--- src/rtl/posit_host_driver.sv ---
// posit_host_driver: streams two posit32 operands bytewise into the multiplier wrapper and reads back the product
module posit_host_driver #(
  parameter int unsigned SETTLE_CYCLES = 1
) (
  input  logic        clk,
  input  logic        reset,
  input  logic        op_valid,
  output logic        op_ready,
  input  logic [31:0] op_a,
  input  logic [31:0] op_b,
  output logic        res_valid,
  input  logic        res_ready,
  output logic [31:0] res_product,
  output logic        busy,
  output logic [7:0]  dut_data_in,
  output logic        dut_a_b,
  output logic        dut_load,
  output logic        dut_in_out,
  output logic [1:0]  dut_mode_in,
  output logic        dut_mode_out,
  input  logic [15:0] dut_data_out
);
  typedef enum logic [2:0] {IDLE, LOAD_A, LOAD_B, READ_HI, READ_LO, DONE} state_t;
  localparam logic [3:0] SETTLE = 4'(SETTLE_CYCLES);
  state_t state;
  logic [31:0] a, b;
  logic [1:0] idx, nidx;
  logic [3:0] cnt;
  function automatic logic [7:0] byte_of(input logic [31:0] w, input logic [1:0] i);
    return w[8*(3-int'(i)) +: 8];
  endfunction
  assign nidx = idx + 2'd1;
  assign op_ready = state == IDLE;
  assign busy = state != IDLE;
  // Sequencer: all wrapper-side outputs are registered and set up one edge ahead of their cycle
  always_ff @(posedge clk or posedge reset) begin
    if (reset) begin
      state <= IDLE;
      a <= '0;
      b <= '0;
      idx <= '0;
      cnt <= '0;
      res_valid <= 1'b0;
      res_product <= '0;
      dut_data_in <= '0;
      dut_a_b <= 1'b0;
      dut_load <= 1'b0;
      dut_in_out <= 1'b0;
      dut_mode_in <= '0;
      dut_mode_out <= 1'b0;
    end else begin
      case (state)
        IDLE: if (op_valid) begin
          a <= op_a;
          b <= op_b;
          idx <= '0;
          state <= LOAD_A;
          dut_load <= 1'b1;
          dut_a_b <= 1'b1;
          dut_mode_in <= '0;
          dut_data_in <= byte_of(op_a, 2'd0);
        end
        LOAD_A: begin
          idx <= nidx;
          dut_mode_in <= nidx;
          dut_a_b <= idx != 2'd3;
          dut_data_in <= idx == 2'd3 ? byte_of(b, 2'd0) : byte_of(a, nidx);
          if (idx == 2'd3) state <= LOAD_B;
        end
        LOAD_B: if (idx == 2'd3) begin
          idx <= '0;
          cnt <= '0;
          state <= READ_HI;
          dut_load <= 1'b0;
          dut_in_out <= 1'b1;
          dut_mode_out <= 1'b1;
          dut_mode_in <= '0;
          dut_data_in <= '0;
        end else begin
          idx <= nidx;
          dut_mode_in <= nidx;
          dut_data_in <= byte_of(b, nidx);
        end
        READ_HI: if (cnt == SETTLE) begin
          res_product[31:16] <= dut_data_out;
          cnt <= '0;
          state <= READ_LO;
          dut_mode_out <= 1'b0;
        end else cnt <= cnt + 4'd1;
        READ_LO: if (cnt == SETTLE) begin
          res_product[15:0] <= dut_data_out;
          cnt <= '0;
          state <= DONE;
          res_valid <= 1'b1;
          dut_in_out <= 1'b0;
        end else cnt <= cnt + 4'd1;
        DONE: if (res_ready) begin
          res_valid <= 1'b0;
          state <= IDLE;
        end
        default: state <= IDLE;
      endcase
    end
  end
endmodule
--- config.mk ---
export PLATFORM = sky130hd
export DESIGN_NAME = posit_host_driver
export DESIGN_NICKNAME = d
export VERILOG_FILES = /design/src/rtl/posit_host_driver.sv
export SDC_FILE = /design/constraint.sdc
export NUM_CORES = 1
export LEC_CHECK = 0
export BUFFER_PORTS_ARGS = -buffer_cell sky130_fd_sc_hd__buf_2
export CORE_UTILIZATION = 50
export CTS_BUF_LIST = sky130_fd_sc_hd__clkbuf_4 sky130_fd_sc_hd__clkbuf_8
export CTS_CLUSTER_DIAMETER = 30
export DETAILED_ROUTE_END_ITERATION = 16
export PLACE_DENSITY = 0.79
export SLEW_MARGIN = 10
export SYNTH_ARGS = -nofsm -noshare
export SYNTH_HDL_FRONTEND = slang
export SYNTH_SLANG_ARGS = --single-unit
--- constraint.sdc ---
create_clock -name clk -period 5.4 [get_ports clk]
set_clock_uncertainty 0.2 [all_clocks]
set_input_delay 1.08 -clock clk [delete_from_list [all_inputs] [get_ports clk]]
set_output_delay 1.08 -clock clk [all_outputs]
set_load 0.05 [all_outputs]
# After elaboration in Yosys (flattened, before gate mapping)

Index checks and enable logic that the tools add are counted.

Bits in writable memories: 0
Bits in registers: 118
Memories kept: 0
Bits in read-only memories: 0
Latch bits: 0
Word-level logic and storage cells: 81

Multiply operators: 0
Shift-type cells: 2
Reductions and logical operators: 21
Muxes and demuxes: 28
$add $sub $neg: 3
Bitwise gates (word level): 0
Div/mod/pow operators: 0
Equal/unequal tests: 14
Order comparisons: 0

Operators with widths:

| cell                  | count |
|---|---|
| $shiftx A32 B6 Y8     | 2 |
| $mux W8               | 3 |
| $pmux W8 S3           | 1 |
| $mux W3               | 6 |
| $pmux W3 S6           | 1 |
| $ne A2 B2 Y1 const B  | 7 |
| $reduce_and A2 Y1     | 6 |
| $reduce_and A3 Y1     | 4 |
| $reduce_bool A2 Y1    | 6 |
| $pmux W1 S2           | 5 |
| $mux W4               | 2 |
| $pmux W4 S2           | 1 |
| $eq A3 B2 Y1 const B  | 2 |
| $eq A3 B3 Y1 const B  | 2 |
| $mux W1               | 6 |
| $pmux W2 S3           | 1 |
| $reduce_and A6 Y1     | 1 |
| $reduce_bool A3 Y1    | 2 |
| $add A4 B1 Y4 const B | 1 |
| $eq A4 B1 Y1 const B  | 1 |
| $mux W2               | 2 |
| $eq A3 B1 Y1 const B  | 1 |
| $logic_not A3 Y1      | 1 |
| $sub A2 B2 Y3 const A | 1 |
| other kinds (3)       | 3 |

# Longest topological paths before layout

Gate-level depths: netlist of the first run.

Depth after elaboration: 5
Depth in mapped cells: 7
Depth with buffers taken out: 6

# Worst setup path before layout of the first run

OpenSTA, ideal clock, no wires.

Path kind: register to output
Start point: register state[2]
End point: output port busy
Path buffers: 1
Arrival: 1.659 ns
Cell stages (with the launch flop): 4
Slack: 2.461 ns
Required time: 4.120 ns
Cell sequence: dfrtp_1 -> buf_6 -> nor3_2 -> inv_1

Word-level cells in the longest chain between the ends: 1

Ends and longest elaborated chain:

| item                   | line | text |
|---|---|---|
| start, declared        | 25   | `state_t state;` |
| start signal, assigned | 38   | `state <= IDLE;` |
| start signal, assigned | 57   | `state <= LOAD_A;` |
| start signal, assigned | 68   | `if (idx == 2'd3) state <= LOAD_B;` |
| $reduce_bool A3 Y1     | 34   | `assign busy = state != IDLE;` |
| end, declared          | 14   | `output logic busy,` |

No other way between the ends.

# Worst setup path in the final report of the first run

Start point: register state[0]
End point: output port op_ready

Word-level cells in the longest chain between the ends: 1

Ends and longest elaborated chain:

| item             | line | text |
|---|---|---|
| $logic_not A3 Y1 | 33   | `assign op_ready = state == IDLE;` |
| end, declared    | 8    | `output logic op_ready,` |

No other way between the ends.

==> reports/qor.csv, run 1 <==
stage,metric,value,unit
outcome,result of the run,finished clean,
placement,RePlAce Congestion,0.8208,
sta,Final Hold Vio Count,0,
floorplan,number of I/O pins,133,
floorplan,Core Rows,37,
global_routing,maximum number of pins on one net before global-route repair,87,
synthesis,number of storage elements in the synthesis netlist,118,
sta,final number of max-transition violations,0,
power_and_ir_drop,portion of total power attributed to the clock network,17.7,%
sta,worst setup slack after layout,2.371,ns
setup_path,startpoint type of the worst setup path,register,
setup_path,worst endpoint data arrival time,1.75,ns
floorplan,effective utilization at floorplan,52.48,%
power_and_ir_drop,combinational cell fraction of total power,48.4,%
synthesis,portion of the post-synthesis area used by sequential elements,53.78,%
power_and_ir_drop,power density of the placed cells,729.5,nW/um^2
synthesis,post-synthesis instance area,5490,um^2
power_and_ir_drop,power dissipated by switching net loads,2.075,mW
cts,# clock sinks,118,
setup_path,data required time at the worst endpoint,4.12,ns
route,drt initial violations,232,
cts,TritonCTS clock tree,done,
sta,worst hold margin,0.2813,ns
finish,Inserted Diodes,0,
sta,Worst Tran Pin Value,1.073,ns
global_routing,GRT Resource Usage Total,23.53,%
synthesis,number of warnings reported in the yosys synthesis log,0,
cts,Inserted Clock Buffers,17,
route,antenna-violating nets left,0,
synthesis,distinct cell type count after synthesis,43,
route,post-detailed-routing wire length,12.28,mm
cts,H-tree Lvls,4,
sta,setup TNS,0,ns
sta,relative slew slack,27.92,%
sta,RSZ-0062 raised after global routing,false,
finish,fraction of final layout cells with drive strength greater than 1,39.00,%
route,Routed WL per cell,17.67,um
min_path,path class of the lowest-slack min-delay path,register to register,
job,max cap viols,0,
sta,number of setup violations in the final report,0,
power_and_ir_drop,Switching Fraction,43.04,%
setup_path,critical path endpoint category,primary output,
route,number of vias per cell,5.492,
power_and_ir_drop,internal power of the cells,2.746,mW
placement,worst setup slack before clock tree synthesis,2.044,ns
floorplan,floorplan die height,106.8,um
setup_path,"Worst Path Class, Setup",register to primary output,
power_and_ir_drop,leakage dissipation,3.164,nW
route,detailed-route DRC error count,0,
power_and_ir_drop,share of total power in sequential cells,33.9,%
finish,"Net count, final",634,
placement,Port Buffers,132,
floorplan,Die X,106.8,um
route,total iterations of the first detailed-routing run,5,
sta,"Period Utilization, post-route",56.09,%
floorplan,Total Die Area,11400,um^2
cts,buffer levels on the longest clock path,2,
floorplan,core footprint,10460,um^2
sta,clock period minus final worst setup slack,3.029,ns
global_routing,number of antenna violations at the first check in global routing,0,
cts,source-to-sink clock delay at the later pin of the worst-skew pair,0.43,ns
sta,maximum clock rate,330.2,MHz
cts,# Post-CTS Setup Buffers,0,
synthesis,Post-Synthesis Cells,419,
cts,count of hold-fix buffers inserted at cts,0,
finish,Layout area overhead,20.40,%
placement,DP HPWL,8.762,mm
cts,Resize count post-CTS,0,
global_routing,first-pass GRT wire length,20.21,mm
synthesis,post-synthesis area per instance,13.10,um^2
synthesis,net count after synthesis,507,
global_routing,total congestion overflow,0,
route,via count,3817,
setup_path,maximum fanout count along the critical path,21,
cts,clock slew at the register clock pins of the worst setup and hold paths,0.07,ns
cts,CTS root buffer,sky130_fd_sc_hd__clkbuf_8,
power_and_ir_drop,worst-case vdd ir drop,0.3274,mV
global_routing,via count of the first global-routing pass,3991,
critical path: stages (launching register included):
cell	delay, ns
sky130_fd_sc_hd__dfrtp_1	0.64
sky130_fd_sc_hd__nor3_2	0.35
sky130_fd_sc_hd__buf_2	0.33
sequential cells by signal (all words and copies together), names as in the netlist:
name and flops:
a 32, dut_load 1, res_valid 1, state 3, idx 2, cnt 4, dut_a_b 1, dut_mode_out 1
dut_in_out 1, res_product 32, b 32, dut_data_in 8
through the flow:
stage	instance area [um^2]	instances	utilization (%)	power, mW
floorplan	5490	419	-	3.445
global placement	6178	663	59.05	3.865
detailed placement	6178	663	59.05	3.971
CTS	6610	695	63.18	4.836
global route	6610	695	63.18	5.087
finish	6610	695	63.18	4.822
synthesized netlist by cell type, drive strengths merged:
library cell | number | area share, %
a22oi | 2 | 0.27
mux4 | 8 | 3.3
o211ai | 1 | 0.14
and2 | 1 | 0.11
inv | 14 | 0.96
a21oi | 24 | 2.2
a2bb2oi | 1 | 0.16
and2b | 1 | 0.14
mux2i | 17 | 3.1
a221o | 8 | 1.5
nor3 | 2 | 0.27
dfrtp | 118 | 54
clkbuf | 7 | 0.48
a211o | 9 | 1.4
or3 | 2 | 0.23
buf | 20 | 2.6
o21ai | 26 | 2.4
nor3b | 1 | 0.34
o21bai | 1 | 0.14
ha | 4 | 0.91
a32o | 1 | 0.18
nand2b | 1 | 0.11
nand2 | 28 | 1.9
or2 | 2 | 0.23
nor2 | 9 | 0.66
xor2 | 2 | 0.32
mux2 | 88 | 19
o311ai | 1 | 0.16
a31oi | 2 | 0.23
nor2b | 11 | 1.3
nand3 | 3 | 0.73
or3b | 1 | 0.16
o31ai | 2 | 0.27
a21o | 1 | 0.14
metal layers:
layer  wire (um)  track usage [%]  up-vias
met4         281            10.67        0
li1            -                -     1767
met5           0                0        -
met2        5957            37.83      133
met1        5336            31.23     1894
met3         703            4.255       23
power by group through the flow:
stage / Clock (mW) / Combinational [mW] / Sequential (mW)
floorplan: 0 / 1.31 / 2.13
global placement: 0 / 2.25 / 1.62
detailed placement: 0 / 2.32 / 1.65
CTS: 0.868 / 2.33 / 1.63
global route: 0.904 / 2.48 / 1.70
finish: 0.854 / 2.33 / 1.63
cell usage in the layout (no fill, tap or decap), types with 16 or more instances in the layout:
cell type	netlist	routed
sky130_fd_sc_hd__a21oi_1	24	24
sky130_fd_sc_hd__mux2_1	54	54
sky130_fd_sc_hd__mux2_2	16	16
sky130_fd_sc_hd__clkbuf_8	0	21
sky130_fd_sc_hd__buf_2	6	132
sky130_fd_sc_hd__o21ai_0	25	25
sky130_fd_sc_hd__dfrtp_1	118	118
sky130_fd_sc_hd__mux2i_1	17	17
sky130_fd_sc_hd__mux2_4	18	18
sky130_fd_sc_hd__nand2_1	28	28
cells by family (layout without fill, tap and decap cells):
family / count (synthesis) / in the layout / share of synthesized area (%)
flops: 118 / 118 / 53.78
buf+inv: 41 / 181 / 4.034
mux: 113 / 113 / 25.66
fa+ha+maj: 4 / 4 / 0.9116
simple gates: 62 / 62 / 6.153
xor+xnor: 2 / 2 / 0.3191
compound gates: 79 / 79 / 9.139
layout make-up:
class | count | area (um^2)
inverter | 14 | 55.05
clock buffer | 24 | 311.5
timing repair buffer | 135 | 683.2
sequential | 118 | 2953
tap | 136 | 170.2
clock inverter | 8 | 120.1
fill | 825 | 3852
multi-input combinational | 260 | 2317
final timing paths:
kind / startpoint / to / slack [ns] / depth (start not counted)
setup / recovery: state[0] / op_ready / 2.37 / 2
hold / removal: b[21] / b[21] / 0.28 / 1
setup reg to reg: state[0] / a[26] / 2.39 / 4
hold reg to reg: b[21] / b[21] / 0.28 / 1
max in group asynchronous: reset / res_product[20] / 3.31 / 3
min in group asynchronous: reset / state[0] / 0.70 / 2
(Power assumes the default switching activity.)
==> run 2, diff against run 1 <==
clock period = 3.1 ns   (was 5.4 ns; I/O delays follow)
==> run 2 against run 1 <==
Against the previous run:
- worst setup slack lost 1.7 ns
- non-clock buffer count grew 5
- core utilization grew 0.12 points
- first-iteration DRC count grew 2.2%
- worst hold slack lost 0.16 ns
- critical path depth grew 3
- sequential share of layout area shrank 0.084 points
- total power grew 71%
- clock-buffer cell count shrank 2
- via count shrank 0.92%
==> reports/qor.csv, run 2 (synthesized netlist as in run 1, its figures left out) <==
stage,metric,value,unit
floorplan,number of I/O pins,133,
setup_path,startpoint type of the worst setup path,register,
cts,count of hold-fix buffers inserted at cts,0,
cts,Inserted Clock Buffers,17,
finish,most used cells in the layout excluding fill and tap cells,"132 x sky130_fd_sc_hd__buf_2, 118 x sky130_fd_sc_hd__dfrtp_1, 54 x sky130_fd_sc_hd__mux2_1",
power_and_ir_drop,portion of total power attributed to the clock network,15.7,%
finish,Inserted Diodes,0,
placement,RePlAce Congestion,0.8204,
finish,"commonest non-fill, non-tap cell in the layout",sky130_fd_sc_hd__buf_2,
setup_path,depth of the worst register-to-register path,5,
setup_path,worst endpoint data arrival time,2.56,ns
cts,Resize count post-CTS,0,
cts,clock slew at the register clock pins of the worst setup and hold paths,0.07,ns
setup_path,delay of the slowest cell on the worst path,0.64,ns
power_and_ir_drop,power dissipated by switching net loads,3.613,mW
finish,Layout area overhead,20.62,%
finish,fraction of final layout cells with drive strength greater than 1,39.43,%
route,number of vias per cell,5.411,
power_and_ir_drop,worst-case vdd ir drop,0.5230,mV
setup_path,Critical R2R Launch,idx[0],
cts,H-tree Lvls,4,
route,post-detailed-routing wire length,12.24,mm
global_routing,total congestion overflow,0,
sta,"Period Utilization, post-route",78.96,%
power_and_ir_drop,share of total power in sequential cells,33.7,%
finish,fin area,6623,um^2
setup_path,"Worst Path Class, Setup",register to register,
floorplan,core footprint,10460,um^2
global_routing,GRT Resource Usage Total,22.70,%
sta,setup TNS,0,ns
sta,Worst Tran Pin Value,1.029,ns
cts,buffer levels on the longest clock path,2,
power_and_ir_drop,Switching Fraction,43.85,%
cts,TritonCTS clock tree,done,
power_and_ir_drop,total power consumption of the routed design,8.238,mW
setup_path,capture instance of the worst register-to-register path,dut_data_in[6],
finish,final cell count without fillers,699,
setup_path,maximum fanout count along the critical path,17,
placement,DP HPWL,8.731,mm
setup_path,"reg-to-reg slack, setup",0.65,ns
finish,Fillers,840,
route,via count,3782,
setup_path,"Slowest-stage cell, CP",sky130_fd_sc_hd__nor2b_1,
route,drt initial violations,237,
sta,final number of max-transition violations,0,
sta,maximum clock rate,408.5,MHz
global_routing,number of antenna violations at the first check in global routing,0,
setup_path,worst-path cell chain,ha_1 > nor2b_1 > a221o_1 > a21oi_1 > a211o_1,
min_path,path class of the lowest-slack min-delay path,input port to asynchronous set/reset pin,
power_and_ir_drop,internal power of the cells,4.626,mW
job,max cap viols,0,
power_and_ir_drop,combinational cell fraction of total power,50.6,%
cts,source-to-sink clock delay at the later pin of the worst-skew pair,0.42,ns
placement,"Cell Area, Placed",6255,um^2
route,antenna-violating nets left,0,
power_and_ir_drop,leakage dissipation,3.163,nW
sta,RSZ-0062 raised after global routing,false,
cts,# Post-CTS Setup Buffers,0,
placement,Port Buffers,132,
cts,CTS root buffer,sky130_fd_sc_hd__clkbuf_8,
placement,placed cell count,668,
floorplan,effective utilization at floorplan,52.48,%
finish,"Net count, final",639,
finish,registers with the most flip-flops,"a (32), b (32), res_product (32)",
global_routing,first-pass GRT wire length,19.76,mm
global_routing,maximum number of pins on one net before global-route repair,87,
route,Routed WL per cell,17.51,um
power_and_ir_drop,power density of the placed cells,1244,nW/um^2
sta,clock period minus final worst setup slack,2.448,ns
outcome,result of the run,finished clean,
floorplan,Total Die Area,11400,um^2
sta,Final Hold Vio Count,0,
sta,relative slew slack,30.88,%
cts,# clock sinks,118,
setup_path,Top delay family on crit path,simple AND/OR/NAND/NOR gates,
floorplan,floorplan die height,106.8,um
setup_path,critical path endpoint category,register,
global_routing,via count of the first global-routing pass,3950,
setup_path,cell depth of the worst setup path,5,
route,detailed-route DRC error count,0,
route,total iterations of the first detailed-routing run,4,
floorplan,Die X,106.8,um
setup_path,number of buffer and inverter instances along the worst setup path,0,
floorplan,Core Rows,37,
sta,number of setup violations in the final report,0,
setup_path,data required time at the worst endpoint,3.21,ns
run 2: worst max path at each step:
stage          startpoint        endpoint  slack, ns
2_1_floorplan    state[2]            busy       0.62
5_1_grt            idx[0]  dut_data_in[6]       0.52
4_1_cts            idx[0]  dut_data_in[0]       0.68
6_report           idx[0]  dut_data_in[6]       0.65
3_5_place_dp       idx[0]  dut_data_in[0]       0.69
3_3_place_gp       idx[0]  dut_data_in[7]       0.74
run 2: final cells by class:
type | instances | area (um^2) | share of cell area (%)
Sequential cell | 118 | 2953 | 44.59
Tap cell | 136 | 170.2 | 2.569
Timing Repair Buffer | 140 | 758.2 | 11.45
Inverter | 14 | 56.30 | 0.8502
Clock buffer | 22 | 290.3 | 4.383
Multi-Input combinational cell | 260 | 2317 | 34.99
Clock inverter | 9 | 77.57 | 1.171
run 2: worst reg2reg max path, cell delays in order, from the launching register on:
cell	delay, ns
sky130_fd_sc_hd__dfrtp_1	0.44
sky130_fd_sc_hd__ha_1	0.46
sky130_fd_sc_hd__nor2b_1	0.64
sky130_fd_sc_hd__a221o_1	0.26
sky130_fd_sc_hd__a21oi_1	0.04
sky130_fd_sc_hd__a211o_1	0.29
run 2: metal layers:
layer	wire, um	up-vias	share of wire (%)	GRT usage (%)
li1	-	1771	-	-
met1	5345	1878	44	30.24
met2	6096	118	50	36.18
met5	0	-	0	0
met4	183	0	1.5	8.513
met3	617	15	5.0	5.410
run 2: power by group through the flow:
stage	logic [mW]	clock network, mW	registers [mW]
after floorplan	2.29	0	3.72
after global placement	4.06	0	2.74
after detailed placement	4.18	0	2.79
after CTS	4.20	1.32	2.77
after global routing	4.46	1.39	2.86
final	4.17	1.30	2.77
run 2: through the flow:
| step | hold WS (ns) | setup WS [ns] | utilization, % |
|---|---|---|---|
| finish | 0.1173 | 0.6521 | 63.30 |
| detailed placement | 0.2748 | 0.6851 | 59.78 |
| CTS | 0.1421 | 0.6847 | 63.30 |
| global placement | 0.2630 | 0.7386 | 59.78 |
| global route | 0.1662 | 0.5239 | 63.30 |
| floorplan | 0.2524 | 0.6209 | - |
==> run 3, diff against run 2 <==
clock period = 2.5 ns   (was 3.1 ns; I/O delays follow)
==> run 3 against run 2 <==
Against the previous run:
- final cell count up 0.86%
- register-to-register slack worse by 0.39 ns
- sequential power up 24%
- routed wire length down 0.32%
- via count up 2.3%
- clock power up 44%
- global-route usage up 0.38 points
- worst hold slack worse by 0.079 ns
- die area unchanged
- clock-buffer cell count up 1
- largest cell class unchanged
==> reports/qor.csv, run 3 (synthesized netlist as in run 1, its figures left out) <==
stage,metric,value,unit
setup_path,critical path endpoint category,register,
cts,H-tree Lvls,4,
finish,Fillers,878,
floorplan,Core Rows,37,
finish,final cell count without fillers,705,
sta,final number of max-transition violations,0,
route,Routed WL per cell,17.31,um
route,drt initial violations,264,
route,post-detailed-routing wire length,12.20,mm
power_and_ir_drop,Switching Fraction,42.53,%
cts,CTS root buffer,sky130_fd_sc_hd__clkbuf_8,
finish,"commonest non-fill, non-tap cell in the layout",sky130_fd_sc_hd__buf_2,
sta,worst setup slack after layout,0.2668,ns
finish,fraction of final layout cells with drive strength greater than 1,40.07,%
floorplan,effective utilization at floorplan,52.48,%
finish,core occupancy in the finished layout,64.43,%
power_and_ir_drop,share of total power in sequential cells,32.4,%
sta,setup TNS,0,ns
cts,TritonCTS clock tree,done,
power_and_ir_drop,internal power of the cells,6.076,mW
floorplan,core footprint,10460,um^2
setup_path,worst endpoint data arrival time,2.35,ns
power_and_ir_drop,portion of total power attributed to the clock network,17.7,%
outcome,result of the run,finished clean,
placement,DP HPWL,8.636,mm
setup_path,"reg-to-reg slack, setup",0.27,ns
global_routing,number of antenna violations at the first check in global routing,0,
placement,RePlAce Congestion,0.8348,
setup_path,Critical R2R Launch,idx[0],
finish,Layout area overhead,22.79,%
global_routing,total congestion overflow,0,
power_and_ir_drop,leakage dissipation,3.238,nW
finish,most used cells in the layout excluding fill and tap cells,"132 x sky130_fd_sc_hd__buf_2, 118 x sky130_fd_sc_hd__dfrtp_1, 54 x sky130_fd_sc_hd__mux2_1",
route,number of vias per cell,5.487,
global_routing,GRT Resource Usage Total,23.08,%
setup_path,maximum fanout count along the critical path,8,
sta,relative slew slack,31.85,%
sta,clock period minus final worst setup slack,2.233,ns
route,detailed-route DRC error count,0,
job,max cap viols,0,
route,via count,3868,
finish,fin area,6741,um^2
setup_path,startpoint type of the worst setup path,register,
setup_path,capture instance of the worst register-to-register path,dut_data_in[7],
sta,maximum clock rate,447.8,MHz
floorplan,Total Die Area,11400,um^2
route,total iterations of the first detailed-routing run,4,
cts,# clock sinks,118,
sta,number of setup violations in the final report,0,
sta,RSZ-0062 raised after global routing,false,
sta,Worst Tran Pin Value,1.015,ns
global_routing,first-pass GRT wire length,19.98,mm
global_routing,via count of the first global-routing pass,3987,
floorplan,number of I/O pins,133,
setup_path,"Worst Path Class, Setup",register to register,
cts,Resize count post-CTS,0,
power_and_ir_drop,combinational cell fraction of total power,49.9,%
cts,# Post-CTS Setup Buffers,0,
placement,placed cell count,673,
power_and_ir_drop,power density of the placed cells,1568,nW/um^2
cts,clock slew at the register clock pins of the worst setup and hold paths,0.07,ns
setup_path,depth of the worst register-to-register path,5,
placement,"Cell Area, Placed",6305,um^2
cts,Inserted Clock Buffers,17,
setup_path,start point of the critical path,idx[0],
floorplan,floorplan die height,106.8,um
route,antenna-violating nets left,0,
sta,"Period Utilization, post-route",89.33,%
floorplan,Die X,106.8,um
cts,count of hold-fix buffers inserted at cts,0,
finish,registers with the most flip-flops,"a (32), b (32), res_product (32)",
placement,worst setup slack before clock tree synthesis,0.3052,ns
finish,"Net count, final",644,
min_path,path class of the lowest-slack min-delay path,input port to asynchronous set/reset pin,
cts,buffer levels on the longest clock path,2,
sta,Final Hold Vio Count,0,
power_and_ir_drop,worst-case vdd ir drop,0.6466,mV
setup_path,data required time at the worst endpoint,2.62,ns
cts,source-to-sink clock delay at the later pin of the worst-skew pair,0.43,ns
finish,Inserted Diodes,0,
placement,Port Buffers,132,
global_routing,maximum number of pins on one net before global-route repair,119,
power_and_ir_drop,power dissipated by switching net loads,4.496,mW
==> run 3: changes by cell type in the layout (fill, tap and decap cells not counted), sizes merged <==
cell      before  now
buf          140  145
clkinvlp       4    1
clkinv         5    6
clkbuf        22   23
bufinv         1    3
==> run 3: power groups by stage <==
stage	sequential [mW]	combinational (mW)	clock (mW)
floorplan	4.61	2.83	0
global placement	3.39	5.14	0
detailed placement	3.45	5.27	0
CTS	3.43	5.30	1.90
global route	3.53	5.64	2.00
finish	3.43	5.28	1.87
==> run 3: layout make-up <==
| type | instances | area (um^2) | area share, % |
|---|---|---|---|
| clock inverters | 9 | 120.1 | 1.782 |
| well taps | 136 | 170.2 | 2.524 |
| multi-input cells | 260 | 2317 | 34.37 |
| repair buffers | 145 | 808.3 | 11.99 |
| flip-flops and latches | 118 | 2953 | 43.80 |
| inverters | 14 | 56.30 | 0.8352 |
| clock buffers | 23 | 316.6 | 4.696 |
==> run 3: worst max path at each step <==
stage	end
3_3_place_gp	dut_data_in[7]
5_1_grt	cnt[2]
6_report	dut_data_in[7]
3_5_place_dp	dut_data_in[7]
4_1_cts	dut_data_in[7]
2_1_floorplan	dut_data_in[5]
==> run 3: routing by layer <==
metal  routed length, um  track usage, %  part of all wire (%)  vias to the layer above
met2                5975           36.27                    49                      131
met4                 312           11.15                   2.6                        0
met3                 658           5.046                   5.4                       23
li1                    -               -                     -                     1777
met1                5256           30.44                    43                     1937
met5                   0               0                     0                        -
==> run 3: worst max-delay path: stages (launching register included) <==
cell	delay [ns]
sky130_fd_sc_hd__dfrtp_1	0.47
sky130_fd_sc_hd__ha_1	0.30
sky130_fd_sc_hd__nor2b_1	0.55
sky130_fd_sc_hd__a221o_1	0.27
sky130_fd_sc_hd__a21oi_1	0.04
sky130_fd_sc_hd__a211o_1	0.29
==> run 3: per-stage QoR <==
step / power, mW / hold slack (ns)
after floorplan: 7.442 / 0.2524
after global placement: 8.523 / 0.2617
after detailed placement: 8.722 / 0.2738
after CTS: 10.63 / 0.05694
after global routing: 11.17 / 0.06275
final: 10.57 / 0.03804
